**config.mk**
```make
export PLATFORM = sky130hd
export DESIGN_NAME = goldschmidt_ctrl
export DESIGN_NICKNAME = d
export VERILOG_FILES = /design/src/rtl/goldschmidt_ctrl.sv
export SDC_FILE = /design/constraint.sdc
export NUM_CORES = 1
export LEC_CHECK = 0
export BUFFER_PORTS_ARGS = -buffer_cell sky130_fd_sc_hd__buf_4
export CORE_MARGIN = 3
export CORE_UTILIZATION = 41
export DETAILED_ROUTE_END_ITERATION = 8
export GPL_ROUTABILITY_DRIVEN = 0
export HOLD_SLACK_MARGIN = 0.03
export PLACE_DENSITY = 0.67
export SKIP_CTS_REPAIR_TIMING = 1
export SYNTH_ARGS = -nofsm -noshare
export SYNTH_HDL_FRONTEND = slang
export SYNTH_SLANG_ARGS = --single-unit
```
**constraint.sdc**
```tcl
create_clock -name clk -period 4.1 [get_ports clk]
set_input_delay 0.615 -clock clk [delete_from_list [all_inputs] [get_ports clk]]
set_output_delay 0.615 -clock clk [all_outputs]
set_load 0.05 [all_outputs]
```
**src/rtl/goldschmidt_ctrl.sv**
```systemverilog
// Goldschmidt divider control FSM.
// Sequences the multiplexer selects and register load enables of a Goldschmidt
// divider datapath: load N, load D, then iters pairs of (N update, D update)
// refinement steps, and finally a one-cycle done pulse. All outputs are Moore
// decodes of the state register and the iteration index register.
module goldschmidt_ctrl #(
   parameter int ITER_W = 3
) (
   input  logic              clk,
   input  logic              reset,
   input  logic              start,
   input  logic              abort,
   input  logic [ITER_W-1:0] iters,
   output logic [1:0]        sel_ND_mux,
   output logic              sel_K_mux,
   output logic              load_regN,
   output logic              load_regD,
   output logic              busy,
   output logic              done,
   output logic [ITER_W-1:0] iter_idx
);

   // Multiplicand select encodings for sel_ND_mux.
   localparam logic [1:0] SEL_N_IN  = 2'b00;
   localparam logic [1:0] SEL_D_IN  = 2'b01;
   localparam logic [1:0] SEL_REG_N = 2'b10;
   localparam logic [1:0] SEL_REG_D = 2'b11;

   typedef enum logic [2:0] {
      S_IDLE   = 3'd0,
      S_LOAD_N = 3'd1,
      S_LOAD_D = 3'd2,
      S_ITER_N = 3'd3,
      S_ITER_D = 3'd4,
      S_DONE   = 3'd5
   } state_t;

   state_t            state_q, state_d;
   logic [ITER_W-1:0] count_q, count_d;
   logic [ITER_W-1:0] idx_q,   idx_d;

   // One bit wider than the index so the maximum count never wraps the compare.
   logic [ITER_W:0]   idx_inc;

   // Incremented iteration index, extended so iters = 2^ITER_W-1 terminates cleanly.
   always_comb begin
      idx_inc = {1'b0, idx_q} + {{ITER_W{1'b0}}, 1'b1};
   end

   // Next-state logic: sequencing, count capture, iteration index update, abort.
   always_comb begin
      state_d = state_q;
      count_d = count_q;
      idx_d   = idx_q;

      case (state_q)
         S_IDLE: begin
            if (start && !abort) begin
               state_d = S_LOAD_N;
               count_d = iters;
               idx_d   = '0;
            end
         end
         S_LOAD_N: begin
            state_d = S_LOAD_D;
         end
         S_LOAD_D: begin
            idx_d = '0;
            if (count_q != '0) begin
               state_d = S_ITER_N;
            end else begin
               state_d = S_DONE;
            end
         end
         S_ITER_N: begin
            // regN always takes its K product before regD is overwritten.
            state_d = S_ITER_D;
         end
         S_ITER_D: begin
            if (idx_inc < {1'b0, count_q}) begin
               idx_d   = idx_inc[ITER_W-1:0];
               state_d = S_ITER_N;
            end else begin
               idx_d   = '0;
               state_d = S_DONE;
            end
         end
         S_DONE: begin
            // Back-to-back operation: a waiting start skips IDLE entirely.
            if (start) begin
               state_d = S_LOAD_N;
               count_d = iters;
               idx_d   = '0;
            end else begin
               state_d = S_IDLE;
            end
         end
         default: begin
            state_d = S_IDLE;
            idx_d   = '0;
         end
      endcase

      // Abort wins over everything except reset; it cancels without a done pulse.
      if (abort && (state_q != S_IDLE)) begin
         state_d = S_IDLE;
         idx_d   = '0;
      end
   end

   // State, captured count and iteration index registers with synchronous active-low reset.
   always_ff @(posedge clk) begin
      if (!reset) begin
         state_q <= S_IDLE;
         count_q <= '0;
         idx_q   <= '0;
      end else begin
         state_q <= state_d;
         count_q <= count_d;
         idx_q   <= idx_d;
      end
   end

   // Moore output decode; load_regN and load_regD are mutually exclusive by construction.
   always_comb begin
      sel_ND_mux = SEL_N_IN;
      sel_K_mux  = 1'b1;
      load_regN  = 1'b0;
      load_regD  = 1'b0;
      busy       = 1'b1;
      done       = 1'b0;
      iter_idx   = '0;

      case (state_q)
         S_IDLE: begin
            busy = 1'b0;
         end
         S_LOAD_N: begin
            load_regN = 1'b1;
         end
         S_LOAD_D: begin
            sel_ND_mux = SEL_D_IN;
            load_regD  = 1'b1;
         end
         S_ITER_N: begin
            sel_ND_mux = SEL_REG_N;
            sel_K_mux  = 1'b0;
            load_regN  = 1'b1;
            iter_idx   = idx_q;
         end
         S_ITER_D: begin
            sel_ND_mux = SEL_REG_D;
            sel_K_mux  = 1'b0;
            load_regD  = 1'b1;
            iter_idx   = idx_q;
         end
         S_DONE: begin
            done = 1'b1;
         end
         default: begin
            busy = 1'b0;
         end
      endcase
   end

endmodule

```
**Word level (Yosys, flattened, before mapping)**

Index checks and enable logic that the tools add are counted.

- Register bits after elaboration: 9
- Input bits: 7
- Output and inout bits: 10
- Word-level logic and storage cells: 47

- $add $sub $neg: 1
- Magnitude comparators: 1
- Equal/unequal tests: 7
- Multiplexer cells: 19
- Bitwise operators: 2
- Reductions and logical operators: 14

Operators by type and width:

| cell | count |
|---|---|
| 3-bit 2-to-1 mux | 9 |
| 3-bit case mux with 6 select lines | 1 |
| 3-bit case mux with 4 select lines | 1 |
| 2-bit OR reduction | 4 |
| 3-bit by 2-bit equality test with 1-bit output, second input constant | 2 |
| 3-bit equality test, second input constant | 2 |
| 1-bit 2-to-1 mux | 6 |
| 2-bit case mux with 3 select lines | 1 |
| 3-bit case mux with 2 select lines | 1 |
| 3-bit AND reduction | 2 |
| 3-bit nonzero test | 2 |
| 5-bit OR reduction | 1 |
| 3-bit by 1-bit adder with 4-bit output, second input constant | 1 |
| 4-bit by 3-bit < comparator with 1-bit output | 1 |
| 2-bit inequality test, second input constant | 2 |
| 3-bit by 1-bit equality test with 1-bit output, second input constant | 1 |
| 3-bit zero test | 1 |
| 1-bit logical AND | 2 |
| 1-bit inverter | 2 |
| 2-bit nonzero test | 1 |
| 1-bit zero test | 1 |

**Longest topological paths before layout**

Gate-level depths: netlist of run 1.

- Depth after elaboration: 4
- Gate-level depth with buffers: 7
- Gate-level depth less buffers: 7

**Worst setup path before layout of run 1**

Ideal clock, no wire load.

- Path kind: register -> output
- Start point: register state_q[2]
- End point: output sel_K_mux
- Arrival time: 2.397 ns
- Data required time: 3.485 ns
- Slack: 1.088 ns
- Cell stages (with the launch flop): 4
- Buffers on the path: 1
- Path through: dfxtp_1 buf_2 o21ai_0 inv_1

- Word-level cells in the longest chain between the ends: 3
- Elaborated cells on any way between the ends: 4
- Classes of those cells: eq/ne (2); mux (1); reduce/logical (1)

RTL lines:

| item | line | RTL |
|---|---|---|
| from (decl) | 38 | `state_t state_q, state_d;` |
| from (signal assigned) | 118 | `state_q <= state_d;` |
| 3-bit equality test or 3-bit by 2-bit equality test with 1-bit output (tied branches) | 134 | `case (state_q)` |
| 2-bit OR reduction (no line) * | -- |  |
| 1-bit 2-to-1 mux * | 134 |  |
| to (decl) | 15 | `output logic sel_K_mux,` |

Every way passes the cells marked *; elsewhere a longest branch is shown, timed or not.

**Worst setup path after layout of run 1**

- Start point: register state_q[0]
- End point: output iter_idx[0]

- Word-level cells in the longest chain between the ends: 3
- Elaborated cells on any way between the ends: 4
- Classes of those cells: eq/ne (2); mux (1); reduce/logical (1)

RTL lines:

| item | line | RTL |
|---|---|---|
| 3-bit equality test or 3-bit by 2-bit equality test with 1-bit output (tied branches) | 134 |  |
| 2-bit OR reduction (no line) * | -- |  |
| 3-bit 2-to-1 mux * | 134 |  |
| to (decl) | 20 | `output logic [ITER_W-1:0] iter_idx` |

Marked as above.

==> metrics.md, run 1 <==
| Metric | Value |
|---|---|
| Run status | `finished, final reports clean` |
| Antenna diodes | `0` |
| Vias in the first global route | `471` |
| Iteration-0 DRC Markers | `7` |
| WHS Endpoint | `idx_q[1]` |
| H-tree lvl count | `1` |
| Detailed placement HPWL | `1000 um` |
| Final Power | `195 uW` |
| Final setup vio count | `0` |
| Hold Crit Depth | `2` |
| Final clock skew | `0.00534 ns` |
| Crit path capture type | `output port` |
| Detail Route met3 WL | `113 um` |
| Initial antenna violation count | `0` |
| CTS tree | `done` |
| HP Class | `flop to flop` |
| Crit path launch | `state_q[0]` |
| Yosys warning count | `0` |
| CP delay by family, top | `flip-flops` |
| Final period utilization | `55.3%` |
| Yosys top cell area share | `28.0%` |
| Critical path depth | `5` |
| Area Growth Syn to Fin | `21.4%` |
| Root buffer cell | `clkbuf_4` |
| Max cap viols | `0` |
| PortBufs | `16` |
| Routed WL | `1300 um` |
| Syn_nets | `89` |
| CP max FO | `12` |
| R2R cell count | `7` |
| Final Hold Viols | `0` |
| Post-Route Setup TNS | `0 ns` |
| Placed cell area | `754 um2` |
| Post-synth ARST share | `0%` |
| Total grt overflow | `0` |
| CORE AREA | `0.00138 mm2` |
| RSZ-0062 raised after global routing | `false` |
| Yosys top cell by area | `dfxtp_1` |
| Clk buf depth | `2` |
| Nets | `106` |
| Largest net degree at the start of global routing | `16` |
| Buffers and inverters on the worst path | `1` |
| Routed wire per std cell | `11.8 um` |
| R2R setup slack | `2.24 ns` |
| Layout Utilization | `56.6%` |
| Post-route ant nets | `0` |
| Chip Width | `45.6 um` |
| Number of enable flip-flop cells after synthesis | `0` |
| # DRC | `0` |
| Tmin final | `2.27 ns` |
| Pwr dens | `249 mW/mm2` |
| Worst slew margin | `67.3%` |
| Critical path arrival | `1.65 ns` |
| Worst-Skew Late Latency | `0.27 ns` |
| Worst-Margin Slew | `0.490 ns` |
| Nature of the critical path startpoint | `flop` |
| Final instance area | `782 um2` |
| Die Ht | `45.6 um` |
| Reg clk slew, reported paths | `0.07 ns` |
| Mean number of vias per cell | `5.20` |
| Global-route wire length before repair | `2130 um` |
| Row cnt | `13` |
| Top layer in use | `met4` |
| Lkg Pwr | `0.000341 uW` |
| Clock Sinks | `9` |
| Drt pass-1 iters | `4` |
| Overall routing resource usage | `15.3%` |
| Share of layout cells above drive strength 1 | `28.4%` |
| Critical-path cell list | `nor2_1 > nand2_1 > o21ai_0 > and2_1 > buf_4` |
| Slowest cell on the critical path | `dfxtp_1` |
| Full die area | `0.00208 mm2` |
| Hold Crit Start | `idx_q[1]` |
| Met1 wire length | `577 um` |
| DR WL met2 | `580 um` |
| IO Count | `17` |
| Mapped Cells | `79` |
| Maximum VDD drop | `0.170 mV` |
| Syn_area_per_cell | `8.16 um2` |
| Netlist Area Pre-Place | `644 um2` |
| Worst r2r dst | `idx_q[2]` |
| Req. time, crit path | `3.48 ns` |
| Via count | `572` |
| Cts bufs inserted | `3` |
| Distinct cells, synth | `32` |
| Sequential area share after synthesis | `28.0%` |
| Final Max Tran Viols | `0` |
| Yosys reg bits | `9` |
| Critical path's largest stage delay | `0.56 ns` |
| Starting density of the core | `46.6%` |
| Fmax | `441 MHz` |
| R2R Path Start | `idx_q[0]` |
| Ys flop type | `dfxtp_1` |
| Kind of critical path | `flop to output port` |
| Synth top area cells | `dfxtp_1, ha_1, and2_1` |
[Yosys cell counts, types with 3 or more instances]
library cell,number
ha_1,3
and2_1,5
mux2i_1,3
nor2_1,5
nand3_1,3
inv_1,5
nand2_1,7
dfxtp_1,9
nor2b_1,4
a21oi_1,3
o21ai_0,5
[worst max-delay path by stage]
stage / to / slack (ns)
finish: iter_idx[0] / 1.83
global route: iter_idx[2] / 1.64
CTS: iter_idx[0] / 1.82
detailed placement: iter_idx[0] / 2.12
global placement: iter_idx[2] / 2.13
floorplan: sel_K_mux / 1.09
[cells in the final DEF (no fill, tap or decap), types with 2 or more instances in the layout]
master / count
a21oi_1: 3
and2_1: 5
and2_2: 2
buf_4: 16
clkbuf_4: 3
dfxtp_1: 9
ha_1: 3
inv_1: 5
mux2i_1: 3
nand2_1: 7
nand2b_1: 2
nand3_1: 3
nor2_1: 5
nor2b_1: 4
nor3_1: 2
o211ai_2: 2
o21ai_0: 5
or3_1: 2
[sequential cells by signal (all words and copies together), names as in the netlist]
| name | flops |
|---|---|
| count_q | 3 |
| idx_q | 3 |
| state_q | 3 |
[cell type report]
type,count,area [um2]
fill,135,601
multi-input combinational,61,417
sequential,9,180
timing repair buffer,16,120
clock buffer,3,22.5
inverter,5,18.8
tap,15,18.8
clock inverter,1,5.00
[routing by layer]
metal  track usage, %  vias to the layer above
met2             21.7                       18
met5                0                        -
li1                 -                      307
met1             17.8                      242
met3             8.30                        5
met4             8.77                        0
[stage by stage]
stage | instances | setup slack [ns] | hold WS, ns
after detailed placement | 106 | 2.12 | 0.503
final | 110 | 1.83 | 0.510
after floorplan | 79 | 1.09 | 0.462
after global placement | 106 | 2.13 | 0.497
after CTS | 110 | 1.82 | 0.516
after global routing | 110 | 1.64 | 0.551
[worst min-delay path: stages, from the launching register on]
cell	delay, ns
dfxtp_1	0.34
nand3_1	0.07
o21ai_1	0.05
[kinds of logic after synthesis]
| logic type | synth area share, % |
|---|---|
| xor+xnor | 2.72 |
| compound gates | 20.4 |
| buf+inv | 7.38 |
| fa+ha+maj | 5.83 |
| mux | 4.66 |
| flops | 28.0 |
| simple gates | 31.1 |
[report_power, final]
part	internal (uW)	total, uW	leakage [uW]	switching, uW
clock	36.2	71.6	0.0000177	35.5
combinational	13.7	30.6	0.000250	16.9
sequential	89.6	92.8	0.0000730	3.26
Power figures use the tool's default switching activity.
==> run 2, diff against run 1 <==
==> constraint.sdc (replaced) <==
create_clock -name clk -period 2.1 [get_ports clk]
set_input_delay 0.315 -clock clk [delete_from_list [all_inputs] [get_ports clk]]
set_output_delay 0.315 -clock clk [all_outputs]
set_load 0.05 [all_outputs]
==> run 2 against run 1 <==
  * Die area unchanged
  * Clock-buffer cell count rose by 1
  * Total power up 92%
  * Routed wire length increased by 0.93%
  * Setup slack lost 1.7 ns
  * Clock power grew 84%
  * Register-to-register slack lost 2.0 ns
  * Largest cell class unchanged
  * Sequential power grew 96%
  * Critical endpoint unchanged
  * First-iteration DRC count stayed put
  * Clock skew decreased by 0.0034 ns
  * Design area rose by 0.32%
  * Critical path depth down 1
==> metrics.md, run 2 (synthesis gave the netlist of run 1 again) <==
| Metric | Value |
|---|---|
| Run status | `finished, final reports clean` |
| Vias in the first global route | `534 (+13%)` |
| Antenna diodes | `0 (unchanged)` |
| Detailed placement HPWL | `1000 um (-0.39%)` |
| Nature of the critical path startpoint | `flop` |
| Via count | `586 (+2.4%)` |
| Final instance area | `785 um2 (+0.32%)` |
| Placed cell area | `758 um2 (+0.50%)` |
| Drt pass-1 iters | `4 (unchanged)` |
| Final setup vio count | `0 (unchanged)` |
| Worst-Margin Slew | `0.537 ns (+0.0473 ns)` |
| Post-route ant nets | `0 (unchanged)` |
| Hold Crit Depth | `3 (+1)` |
| Area Growth Syn to Fin | `21.7%` |
| Initial antenna violation count | `0 (unchanged)` |
| Hold Crit Start | `iters[0]` |
| CP max FO | `15 (+3)` |
| H-tree lvl count | `1 (unchanged)` |
| Multi-input gate area | `420 um2 (+0.90%)` |
| Req. time, crit path | `1.78 ns (-1.70 ns)` |
| Worst slew margin | `64.2% (-3.2 points)` |
| Tmin final | `1.94 ns` |
| Pwr dens | `476 mW/mm2 (+91%)` |
| GRT met1 Usage | `19.2% (+1.4 points)` |
| Share of layout cells above drive strength 1 | `28.4% (unchanged)` |
| Nets | `106 (unchanged)` |
| M3 GR Usage | `7.51% (-0.79 points)` |
| Hold_ws | `0.306 ns (-0.204 ns)` |
| # DRC | `0 (unchanged)` |
| Final Hold Viols | `0 (unchanged)` |
| Root buffer cell | `clkbuf_4` |
| Most used routing layer | `met2` |
| R2R setup slack | `0.23 ns (-2.01 ns)` |
| Layout Utilization | `56.7% (+0.18 points)` |
| Most common cell after layout, fill and taps aside | `buf_4` |
| Post-Route Setup TNS | `0 ns (unchanged)` |
| Reg clk slew, reported paths | `0.06 ns (about the same)` |
| FILL cells | `120 (-11%)` |
| Kind of critical path | `flop to output port` |
| Critical path arrival | `1.62 ns (-0.03 ns)` |
| Clk buf depth | `2 (unchanged)` |
| Worst r2r dst | `idx_q[2]` |
| Die Ht | `45.6 um (unchanged)` |
| RSZ-0062 raised after global routing | `false` |
| Final Max Tran Viols | `0 (unchanged)` |
| Lkg Pwr | `0.000340 uW (-0.16%)` |
| Max cap viols | `0 (unchanged)` |
| Global-route wire length before repair | `2240 um (+5.2%)` |
| Routed WL | `1310 um (+0.93%)` |
| Cts bufs inserted | `3 (unchanged)` |
| Row cnt | `13 (unchanged)` |
| Met2 Use GR | `22.6% (+0.84 points)` |
| R2R Path Start | `idx_q[0]` |
| Routed wire per std cell | `11.9 um (+0.93%)` |
| Final clock skew | `0.00199 ns (-0.00335 ns)` |
| Starting density of the core | `46.6% (unchanged)` |
| Clock Sinks | `9 (unchanged)` |
| HP Class | `input port to flop` |
| CORE AREA | `0.00138 mm2 (unchanged)` |
| Largest net degree at the start of global routing | `16 (unchanged)` |
| CTS tree | `done` |
| Crit path capture type | `output port` |
| Worst-Skew Late Latency | `0.26 ns (about the same)` |
| Mean number of vias per cell | `5.33 (+2.4%)` |
| Iteration-0 DRC Markers | `7 (unchanged)` |
| Maximum VDD drop | `0.311 mV (+83%)` |
| Total grt overflow | `0 (unchanged)` |
| Most frequent cells in the layout | `buf_4, dfxtp_1, nand2_1` |
| R2R cell count | `7 (unchanged)` |
| Full die area | `0.00208 mm2 (unchanged)` |
| Final period utilization | `92.2%` |
| Chip Width | `45.6 um (unchanged)` |
| WHS Endpoint | `count_q[0]` |
| PortBufs | `16 (unchanged)` |
| Fmax | `516 MHz` |
| IO Count | `17 (unchanged)` |
| Overall routing resource usage | `15.6% (+0.32 points)` |
| Sequential cell area | `180 um2 (unchanged)` |
| Largest registers | `count_q x3, idx_q x3, state_q x3` |
run 2: worst max-delay path by stage:
| stage | depth (start not counted) | start | slack [ns] | to |
|---|---|---|---|---|
| after detailed placement | 7 | idx_q[0] | 0.25 | idx_q[2] |
| after global placement | 6 | idx_q[0] | 0.31 | idx_q[2] |
| after floorplan | 4 | state_q[2] | 0.06 | sel_ND_mux[0] |
| after global routing | 4 | state_q[2] | 0.03 | iter_idx[0] |
| final | 4 | state_q[2] | 0.16 | iter_idx[0] |
| after CTS | 4 | state_q[2] | 0.14 | iter_idx[0] |
run 2: power by group:
group          switching, uW  internal, uW
Sequential              6.76           175
Clock                   58.7          73.1
Combinational           33.3          26.7
Total                   98.8           275
run 2: metrics by stage:
| stage | power [uW] | cells | setup WS (ns) |
|---|---|---|---|
| floorplan | 225 | 79 | 0.0638 |
| global placement | 245 | 106 | 0.311 |
| detailed placement | 246 | 106 | 0.246 |
| CTS | 382 | 110 | 0.143 |
| global route | 396 | 110 | 0.0346 |
| finish | 374 | 110 | 0.163 |
run 2: layout make-up:
cell class	instances	share of cell area, %
inverters	5	2.39
clock buffers	4	3.35
repair buffers	16	15.3
flip-flops and latches	9	23.0
multi-input cells	61	53.6
well taps	15	2.39
run 2: critical path, stage by stage, from the launching register on:
cell	delay [ns]
dfxtp_1	0.66
nand2_1	0.22
o21ai_2	0.14
and2_1	0.15
buf_4	0.19
run 2: routing by layer:
layer  up-vias  routed length [um]
met5         -                   0
met4         0                  25
met3         4                 108
met2        20                 576
met1       256                 596
li1        306                   -
